<file path="src/rtl/sysu_mux_sel_reg.sv">
// sysu_mux_sel_reg: registered SRC:1 selector with manual load and scan stepping.
// Define SYSU_MUX_BBM_EN to insert a one-cycle break-before-make blank on switches.
module sysu_mux_sel_reg #(
  parameter int WIDTH = 4,
  parameter int SRC   = 2,
  parameter int DWELL = 8,
  parameter int SEL_W = 4
) (
  input  logic                 CLK,
  input  logic                 CLR_N,
  input  logic [SRC*WIDTH-1:0] D,
  input  logic [SEL_W-1:0]     S,
  input  logic                 LD,
  input  logic                 G,
  input  logic                 SCAN,
  output logic [WIDTH-1:0]     Y,
  output logic [SEL_W-1:0]     SEL_Q,
  output logic                 BUSY
);

  localparam int CNT_W = (DWELL > 1) ? $clog2(DWELL) : 1;
  localparam int NSEL  = 2 ** SEL_W;

  logic [WIDTH-1:0] w_src [NSEL];
  logic [SEL_W-1:0] r_sel;
  logic [CNT_W-1:0] r_cnt;
  logic [WIDTH-1:0] r_y;
  logic             r_busy;

  logic             w_ld_ok;
  logic             w_dwell_end;
  logic             w_sw;
  logic [SEL_W-1:0] w_nxt;
  logic [SEL_W-1:0] w_new;
  logic [CNT_W-1:0] w_cnt_nxt;

  // Unused select codes read as zero so the mux index needs no range guard
  for (genvar i = 0; i < NSEL; i++) begin : g_src
    if (i < SRC) begin : g_used
      assign w_src[i] = D[i*WIDTH +: WIDTH];
    end else begin : g_pad
      assign w_src[i] = '0;
    end
  end

  assign w_ld_ok     = !SCAN && LD && (int'(S) < SRC) && (S != r_sel);
  assign w_dwell_end = SCAN && (r_cnt == CNT_W'(DWELL - 1));
  assign w_nxt       = (r_sel == SEL_W'(SRC - 1)) ? '0 : r_sel + 1'b1;
  assign w_new       = SCAN ? w_nxt : S;
  assign w_sw        = w_ld_ok || w_dwell_end;
  assign w_cnt_nxt   = (SCAN && !w_dwell_end) ? r_cnt + 1'b1 : '0;

  assign Y     = r_y;
  assign SEL_Q = r_sel;
  assign BUSY  = r_busy;

`ifdef SYSU_MUX_BBM_EN
  typedef enum logic {IDLE, BLANK} state_t;

  state_t           r_state;
  logic [SEL_W-1:0] r_pend;

  always_ff @(posedge CLK or negedge CLR_N) begin
    if (!CLR_N) begin
      r_state <= IDLE;
      r_sel   <= '0;
      r_pend  <= '0;
      r_cnt   <= '0;
      r_y     <= '0;
      r_busy  <= 1'b0;
    end else begin
      unique case (r_state)
        IDLE: begin
          r_cnt <= w_cnt_nxt;
          if (w_sw) begin
            r_pend  <= w_new;
            r_y     <= '0;
            r_busy  <= 1'b1;
            r_state <= BLANK;
          end else begin
            r_y <= G ? '0 : w_src[r_sel];
          end
        end
        BLANK: begin
          r_sel   <= r_pend;
          r_y     <= G ? '0 : w_src[r_pend];
          r_busy  <= 1'b0;
          r_state <= IDLE;
        end
        default: r_state <= IDLE;
      endcase
    end
  end
`else
  always_ff @(posedge CLK or negedge CLR_N) begin
    if (!CLR_N) begin
      r_sel  <= '0;
      r_cnt  <= '0;
      r_y    <= '0;
      r_busy <= 1'b0;
    end else begin
      r_cnt  <= w_cnt_nxt;
      r_busy <= 1'b0;
      if (w_sw) begin
        r_sel <= w_new;
        r_y   <= G ? '0 : w_src[w_new];
      end else begin
        r_y <= G ? '0 : w_src[r_sel];
      end
    end
  end
`endif

endmodule

</file>
<file path="config.mk">
export PLATFORM = sky130hd
export DESIGN_NAME = sysu_mux_sel_reg
export DESIGN_NICKNAME = d
export VERILOG_FILES = /design/src/rtl/sysu_mux_sel_reg.sv
export SDC_FILE = /design/constraint.sdc
export NUM_CORES = 1
export LEC_CHECK = 0
export CAP_MARGIN = 20
export CORE_ASPECT_RATIO = 1.4
export CORE_MARGIN = 8
export CORE_UTILIZATION = 30
export DETAILED_ROUTE_END_ITERATION = 7
export GPL_ROUTABILITY_DRIVEN = 0
export HOLD_SLACK_MARGIN = 0.12
export PLACE_DENSITY = 0.67
export SKIP_CTS_REPAIR_TIMING = 1
export SLEW_MARGIN = 30
export SYNTH_ARGS = -nofsm -noshare
export SYNTH_HDL_FRONTEND = slang
export SYNTH_SLANG_ARGS = --single-unit
</file>
<file path="constraint.sdc">
create_clock -name CLK -period 4.2 [get_ports CLK]
set_input_delay 0.42 -clock CLK [delete_from_list [all_inputs] [get_ports CLK]]
set_output_delay 0.42 -clock CLK [all_outputs]
set_load 0.005 [all_outputs]
</file>
==> flow_summary.yaml, run 1 <==
status:
  outcome: "complete, no violations"
logic_synthesis:
  synth_nets: 92
  yosysWarningCount: 0
  syn_inst: 73
  synth_seq_cells: 11
  netlist_area_sq_um: 734
  ys_seq_area_share_pct: 37.5
  ys_async_sr_fraction_pct: 100
  avgSynthCellArea_sq_um: 10.1
  synth-edff-count: 0
  synth_cell_types: 31
  synthFlopType: "dfrtp_1"
power:
  switching_power_uw: 144
  internal_power_uw: 293
  ir_drop_mv: 0.150
  p_leak_uw: 0.000437
  p_comb_share_pct: 44.0
  powerDensity_nw_per_um2: 439
  seq_power_share_pct: 40.2
  pwr-share-clk_pct: 15.8
  p_sw_share_pct: 33.0
global_route:
  grt_pass1_wl_mm: 2.97
  use_met1_pct: 10.1
  grt_pass1_vias: 630
  track_usage_pct: 8.90
  antenna_found_initial: 0
  grt_max_degree: 14
  groute.layer.met3.usage_pct: 2.94
  grt_busiest_layer: "met2"
  met2_usage_pct: 15.2
  gr-total-overflow: 0
layout:
  antenna_cells: 0
  nets: 117
  stdcell_count: 120
  final_area_sq_um: 996
  drive_above_1_share_pct: 7.22
  areaGrowthSynthToFinish_pct: 35.6
drt:
  drc_errors: 0
  wl_per_cell_um: 14.6
  drt_first_pass_iters: 4
  num_vias: 635
  routed_wl_mm: 1.75
  drt_iter0_drc: 18
  postRouteAntennaNets: 0
  viasPerCell: 5.29
floorplan:
  row_count: 21
  die_y_um: 74.5
  die_x_um: 57.8
  initial_core_util_pct: 31.1
  num_io_pins: 26
  coreArea_sq_um: 2360
  die-area_sq_um: 4310
timing:
  setup_viol: 0
  worstMarginPinSlew_ns: 0.607
  fin_setup_tns_ns: 0
  rsz0062_at_grt: "no"
  final_max_slew_viol_count: 0
  timing.fmax_mhz: 444
  maxSlewHeadroom_pct: 58.4
  min_period_ns: 2.25
  finalHoldViolations: 0
  post-route-period-util_pct: 53.6
  final.setup_skew_ns: 0.00317
clock_tree:
  numCtsBuffers: 3
  clock_path_buffers: 2
  clk_pin_slew_ns: 0.07
  cts_root_buffer: "clkbuf_4"
  insertion_delay_ns: 0.26
  htreeDepth: 1
  clock_sinks: 11
  cts_tree: "yes"
setup_path:
  critPathArrivalTime_ns: 2.40
  start_kind: "input pin"
  crit_required_ns: 4.35
  critPathKind: "in2reg"
  worst_setup_path_end_kind: "flop"
  crit_fanout: 13
place:
  port_buffers: 24
  place_area_sq_um: 970
  hpwl_mm: 1.46
  placed_cells: 116
run:
  drv_cap: 0
hold_path:
  hp-class: "reg2reg"
-- metal layers --
metal  wire, um  share of wire (%)  up-vias
met2        878                 50       20
met5          0                  0        -
met3        117                6.7        2
met1        743                 43      297
met4          6               0.34        0
li1           -                  -      316
-- cell usage in the layout (no fill, tap or decap) --
cell type         n
o21ai_1           2
mux2i_1          10
nand3b_1          2
xnor2_1           1
or2_2             1
or2b_1            1
clkdlybuf4s50_1  24
clkbuf_4          3
inv_1             1
a21bo_2           1
clkbuf_1          1
nor3b_1           1
a31oi_1           1
o211ai_1          2
ha_1              2
mux2_4            2
or3_1             1
o31ai_1           4
dfrtp_1          11
and3b_1           2
nand2b_1          2
or4_1             1
a211o_1           1
nor2_1            6
nor3_1            1
conb_1            1
and2_1            1
nand3_1           7
and3_1            1
nand2_1           2
a2111o_1          1
-- cell type report --
class / count / area (sq um)
tap: 23 / 28.8
sequential: 11 / 275
multi-input combinational: 57 / 422
fill: 236 / 1370
timing repair buffer: 24 / 240
inverter: 1 / 3.75
clock buffer: 4 / 26.3
-- synth_stat cells (2+ instances only) --
master     n  area share [%]
dfrtp_1   11              37
mux2i_1   10              14
nand3_1    7             4.8
nor2_1     6             3.1
o31ai_1    4             4.1
and3b_1    2             2.4
buf_6      2             3.1
ha_1       2             3.4
mux2_4     2             4.1
nand2_1    2             1.0
nand2b_1   2             1.7
nand3b_1   2             2.0
o211ai_1   2             2.0
o21ai_1    2             1.4
-- flip-flops by register name (all words and copies together), names as in the netlist --
register / flops
SEL_Q: 4
Y: 4
r_cnt: 3
-- cell families (layout without fill, tap and decap cells) --
logic type               Yosys count  in the layout  share of synthesized area (%)
AO/OA/AOI/OAI                     12             12                           12.4
XOR/XNOR                           1              1                           1.19
adder cells (fa/ha/maj)            2              2                           3.41
buffers and inverters              5             29                           5.11
flip-flops                        11             11                           37.5
multiplexers                      12             12                           17.7
other                              1              1                          0.511
AND/OR/NAND/NOR                   29             29                           22.1
-- critical path: stages --
cell and delay [ns]:
clkdlybuf4s50_1 0.61, or3_1 0.45, a211o_1 0.31, and2_1 0.27, mux2_4 0.32
-- worst paths after layout --
| kind | from | end | slack [ns] | cells after the start |
|---|---|---|---|---|
| setup reg to reg | r_cnt[0]$_DFF_PN0_ | Y[3]$_DFF_PN0_ | 2.28 | 6 |
| max in group asynchronous | CLR_N | Y[2]$_DFF_PN0_ | 3.42 | 1 |
| hold / removal | r_cnt[0]$_DFF_PN0_ | r_cnt[0]$_DFF_PN0_ | 0.44 | 1 |
| min in group asynchronous | CLR_N | r_cnt[1]$_DFF_PN0_ | 0.47 | 1 |
| setup / recovery | SCAN | SEL_Q[0]$_DFFE_PN0N_ | 1.95 | 5 |
| hold reg to reg | r_cnt[0]$_DFF_PN0_ | r_cnt[0]$_DFF_PN0_ | 0.44 | 1 |
-- through the flow --
| step | util, % | setup WS [ns] | hold slack (ns) | total power, uW |
|---|---|---|---|---|
| global route | 42.1 | 1.83 | 0.476 | 474 |
| finish | 42.1 | 1.95 | 0.441 | 437 |
| floorplan | - | 2.41 | 0.124 | 290 |
| detailed placement | 41.0 | 1.65 | 0.437 | 374 |
| CTS | 42.1 | 1.94 | 0.446 | 445 |
| global placement | 41.0 | 1.73 | 0.439 | 372 |
-- power by group through the flow --
stage / Sequential [uW] / Clock [uW] / Combinational (uW)
floorplan: 160 / 0 / 130
global placement: 178 / 0 / 194
detailed placement: 178 / 0 / 196
CTS: 177 / 71.7 / 196
global route: 183 / 78.2 / 213
finish: 176 / 69.0 / 192
Power figures use the tool's default switching activity.
==> inputs of run 2 (changes only) <==
--- a/config.mk
+++ b/config.mk
@@ -12,7 +12,7 @@
 export DETAILED_ROUTE_END_ITERATION = 7
 export GPL_ROUTABILITY_DRIVEN = 0
 export HOLD_SLACK_MARGIN = 0.12
-export PLACE_DENSITY = 0.67
+export PLACE_DENSITY = 0.69
 export SKIP_CTS_REPAIR_TIMING = 1
 export SLEW_MARGIN = 30
 export SYNTH_ARGS = -nofsm -noshare
==> constraint.sdc (replaced) <==
create_clock -name CLK -period 1.9 [get_ports CLK]
set_input_delay 0.19 -clock CLK [delete_from_list [all_inputs] [get_ports CLK]]
set_output_delay 0.19 -clock CLK [all_outputs]
set_load 0.005 [all_outputs]
==> run 2 against run 1 <==
Net effect:
- sequential share of layout area is 1.2 points lower
- utilization rose by 2.0 points
- via count grew 1.6%
- critical endpoint is now Y[0]$_DFF_PN0_
- highest routed layer is now met3
==> flow_summary.yaml, run 2 (same netlist as run 1, synthesis figures left out) <==
timing:
  final_max_slew_viol_count: 0
  finalHoldViolations: 0
  timing.fmax_mhz: 545
  final.setup_skew_ns: 0.00763
  post-route-period-util_pct: 96.6
  setup_viol: 0
  rsz0062_at_grt: "no"
  min_period_ns: 1.84
  fin_ws_ns: 0.0648
place:
  placed_cells: 122
  port_buffers: 24
  hpwl_mm: 1.46
  pre_cts_ws_ns: -0.103
setup_path:
  worst_setup_path_end_kind: "flop"
  ff2ff_setup_slack_ns: 0.06
  critPathArrivalTime_ns: 2.01
  crit_path_start: "r_cnt[0]$_DFF_PN0_"
  reg2reg_to: "Y[0]$_DFF_PN0_"
  slowest_stage: "a2111o_1"
  rr_worst_depth: 6
  cp_common_cell: "ha_1"
  critical_path.endpoint: "Y[0]$_DFF_PN0_"
  critPathBufInv: 0
  critical-path-top-delay-family: "compound AO/OA/AOI/OAI gates"
  worst-path-stages: 6
  crit_fanout: 7
  cp_slowest_stage_delay_ns: 0.44
  start_kind: "flop"
  critPathKind: "reg2reg"
  crit-reg2reg-launch: "r_cnt[0]$_DFF_PN0_"
  crit_required_ns: 2.07
  cp_cell_sequence: "ha_1 -> ha_1 -> nand3_1 -> mux2i_1 -> a2111o_1 -> o31ai_1"
layout:
  final_cell_mix: "clkdlybuf4s50_1 (24), dfrtp_1 (11), mux2i_1 (10)"
  stdcell_count: 126
  nets: 123
  final_common_cell: "clkdlybuf4s50_1"
  areaGrowthSynthToFinish_pct: 41.9
  antenna_cells: 0
  multi_input_area_sq_um: 422
  drive_above_1_share_pct: 13.6
  fill_cells: 253
  ff_latch_area_sq_um: 275
  fin_util_pct: 44.1
clock_tree:
  clk_pin_slew_ns: 0.08
  clock_path_buffers: 2
  htreeDepth: 1
  cts_tree: "yes"
  cts_root_buffer: "clkbuf_4"
  insertion_delay_ns: 0.27
  clock_sinks: 11
  numCtsBuffers: 3
power:
  seq_power_share_pct: 37.5
  p_comb_share_pct: 46.8
  pwr-share-clk_pct: 15.7
  p_leak_uw: 0.000467
  ir_drop_mv: 0.387
  internal_power_uw: 667
  powerDensity_nw_per_um2: 963
  switching_power_uw: 337
  p_sw_share_pct: 33.6
global_route:
  grt_max_degree: 12
  track_usage_pct: 8.45
  antenna_found_initial: 0
  gr-total-overflow: 0
  grt_pass1_vias: 690
  grt_pass1_wl_mm: 2.93
drt:
  wl_per_cell_um: 14.3
  drt_first_pass_iters: 4
  num_vias: 645
  drc_errors: 0
  viasPerCell: 5.12
  postRouteAntennaNets: 0
  drt_iter0_drc: 25
  routed_wl_mm: 1.80
floorplan:
  row_count: 21
  initial_core_util_pct: 31.1
  die-area_sq_um: 4310
  num_io_pins: 26
  coreArea_sq_um: 2360
  die_x_um: 57.8
  die_y_um: 74.5
status:
  outcome: "complete, no violations"
hold_path:
  hp-class: "in2async"
run:
  drv_cap: 0
[run 2: area by class of cell]
cell class                 count  area share [%]
tap                           23            2.76
timing repair buffer          30            27.4
multi-input combinational     57            40.5
inverter                       1           0.360
clock buffer                   3            2.16
clock inverter                 1           0.480
sequential                    11            26.4
[run 2: metal layers]
metal  routed length [um]  up-vias  track usage, %  part of all wire, %
met2                  911       20            15.5                   51
met4                    0        0            3.01                    0
met3                  111        0            2.60                  6.2
met1                  773      296            8.79                   43
met5                    0        -               0                    0
li1                     -      329               -                    -
[run 2: how the worst min path moves through the flow]
stage	end	slack, ns	cells after the start
after CTS	r_cnt[2]$_DFF_PN0_	0.26	1
after floorplan	SEL_Q[0]$_DFFE_PN0N_	-0.11	0
final	SEL_Q[3]$_DFFE_PN0N_	0.25	1
after global placement	r_cnt[0]$_DFF_PN0_	0.43	1
after global routing	r_cnt[2]$_DFF_PN0_	0.29	1
after detailed placement	r_cnt[0]$_DFF_PN0_	0.44	1
[run 2: power by group through the flow]
stage	clock network, uW	logic [uW]	registers (uW)
finish	158	470	376
global route	178	517	387
CTS	164	476	376
detailed placement	0	474	381
global placement	0	471	375
floorplan	0	288	353
[run 2: worst reg2reg max path: cells and delay by family, from the launching register on]
kind            cells  cell delay, ns
flops               1            0.39
compound gates      2            0.71
fa+ha+maj           2            0.45
mux                 1            0.07
simple gates        1            0.12
[run 2: metrics by stage]
step / instance area, sq um / total power, uW / hold WS (ns) / setup TNS [ns]
2_1_floorplan: 734 / 642 / -0.106 / 0
3_3_place_gp: 1010 / 846 / 0.429 / -0.0909
3_5_place_dp: 1010 / 856 / 0.442 / -0.301
4_1_cts: 1040 / 1020 / 0.260 / 0
5_1_grt: 1040 / 1080 / 0.292 / 0
6_report: 1040 / 1000 / 0.249 / 0
==> RTL change (config.mk and constraints of run 2) <==
Build with the macro `SYSU_MUX_BBM_EN` defined.
--- a/src/rtl/sysu_mux_sel_reg.sv
+++ b/src/rtl/sysu_mux_sel_reg.sv
@@ -1,4 +1,6 @@
 // sysu_mux_sel_reg: registered SRC:1 selector with manual load and scan stepping.
 // Define SYSU_MUX_BBM_EN to insert a one-cycle break-before-make blank on switches.
+`define SYSU_MUX_BBM_EN
+
 module sysu_mux_sel_reg #(
   parameter int WIDTH = 4,
Behaviour: not the same (a bounded check fails within 4 cycles, from zero or initial values).
==> RTL change against run 2 <==
  * Maximum frequency fell by 0.33%
  * Synthesized area rose by 17%
  * Power rose by 47%
  * Design area rose by 25%
  * Wire length rose by 27%
  * Clock skew fell by 5.4 ps
  * Sequential share of layout area rose by 6.1 points
  * Sequential cell count rose by 6
  * Setup slack got worse by 6.0 ps
==> RTL change: results (changes against run 2) <==
outcome complete, no violations; Top Layer Used met4; Post-Place Worst Slack -250 ps (-147 ps); P_leak 0.552 nW (+18%); non-clock buffer count 35 (+17%); post-synth net total 99 (+7.6%); DR WL met3 158 um (+42%); post-synthesis mux area share 10.3% (-7.4 points); Wirelength per Cell 14.9 um (+4.9%); reg-to-reg slack, setup 70 ps; DR WL met2 1100 um (+21%); Seq/Total Area, Yosys 49.6% (+12 points); most instantiated cells after synthesis 17 x dfrtp_1, 12 x nand2_1, 7 x mux2_2; root buffer cell clkbuf_8; register area 425 um^2 (+55%); FILL cells 273 (+7.9%); GRT Util Overall 10.2% (+1.8 points); cells on worst reg2reg path 7 (+1); initial DRC count 10 (-60%); Metal-1 WL 958 um (+24%); CP arrival 1990 ps (-20 ps); first-pass GRT wire length 3680 um (+26%); Nets 136 (+11%); peak supply drop 0.575 mV (+49%); largest net degree at the start of global routing 18 (+6); Multi-In Gates 58 (+1.8%); Via Count 739 (+15%); share of cells above drive strength 1 25.9% (+12 points); Placed Cells 146 (+20%); largest cells by area after synthesis dfrtp_1 50%, mux2_2 9.2%, nand2_1 5.2%; Distinct cells, synth 26 (-16%); Pint 1.01 mW (+51%); family with the most delay on the worst path simple AND/OR/NAND/NOR gates; clock tree cell share of total cell area 3.73% (+1.1 points); CTS clk-pin slew, worst paths 70 ps; CP max stage delay 560 ps (+120 ps); FFs & Latches 17 (+6); WL final 2290 um (+27%); Clock Skews 2.25 ps (-5.38 ps); CP max FO 4 (-3); XOR/XNOR share of the synthesized area 4.08% (+2.9 points); CP max stage cell or4b_4; Post-Synth Adder-Cell Area 2.92% (-0.49 points); vias in the first global route 798 (+16%); IO buf count 25 (+4.2%); buffer share of cell area 24.9% (-2.5 points); Syn Inst Count 80 (+9.6%); multi-input combinational area share 34.7% (-5.7 points); Non-clock inverters 2 (+1); Synth Area in Compound Gates 15.0% (+2.6 points); period utilization 96.9% (+0.32 points)
-- RTL change: cell types whose count changed after synthesis, sizes merged, moves of 3 or more --
cell,change
mux2i,-9
nand3,-6
a21oi,+3
a22o,+4
nand2,+10
o21ai,+3
o31ai,-4
dfrtp,+6
mux2,+5
buf,-3
-- RTL change: stage by stage --
step	hold WS [ps]	area, um^2	total power, mW	utilization (%)
floorplan	-106	858	0.851	-
global placement	472	1200	1.12	42.9
detailed placement	498	1200	1.14	42.9
CTS	262	1240	1.42	44.6
global route	274	1310	1.58	46.8
finish	259	1310	1.47	46.8
-- RTL change: kinds of logic after synthesis --
kind of cell / after synthesis
buf+inv: 5
flops: 17
simple gates: 26
xor+xnor: 4
mux: 8
compound gates: 18
fa+ha+maj: 2
-- RTL change: power by group through the flow --
stage / clock [mW] / sequential, mW / combinational [mW]
after global placement: 0 / 0.585 / 0.536
after CTS: 0.287 / 0.584 / 0.551
final: 0.280 / 0.590 / 0.603
after detailed placement: 0 / 0.590 / 0.548
after global routing: 0.306 / 0.611 / 0.660
after floorplan: 0 / 0.572 / 0.280
-- RTL change: worst reg2reg max path: cells and delay by family (launching register included) --
kind                       cells  cell delay [ps]
AOI/OAI and AO/OA              3              650
and+or+nand+nor                1              230
DFF                            1              390
buffers and inverters          1              140
adders and majority gates      2              350
-- RTL change: worst paths after layout --
check | from | end
max | S[3] | r_pend[2]
min | CLR_N | Y[2]
max reg2reg | r_cnt[1] | Y[3]
min reg2reg | BUSY | BUSY
max in group asynchronous | CLR_N | r_cnt[0]
min in group CLK | BUSY | BUSY
-- RTL change: per-layer routing --
layer	GRT usage [%]	vias to the layer above
met2	15.8	26
met4	7.73	0
met1	11.5	353
met3	2.75	5
li1	-	355
met5	0	-
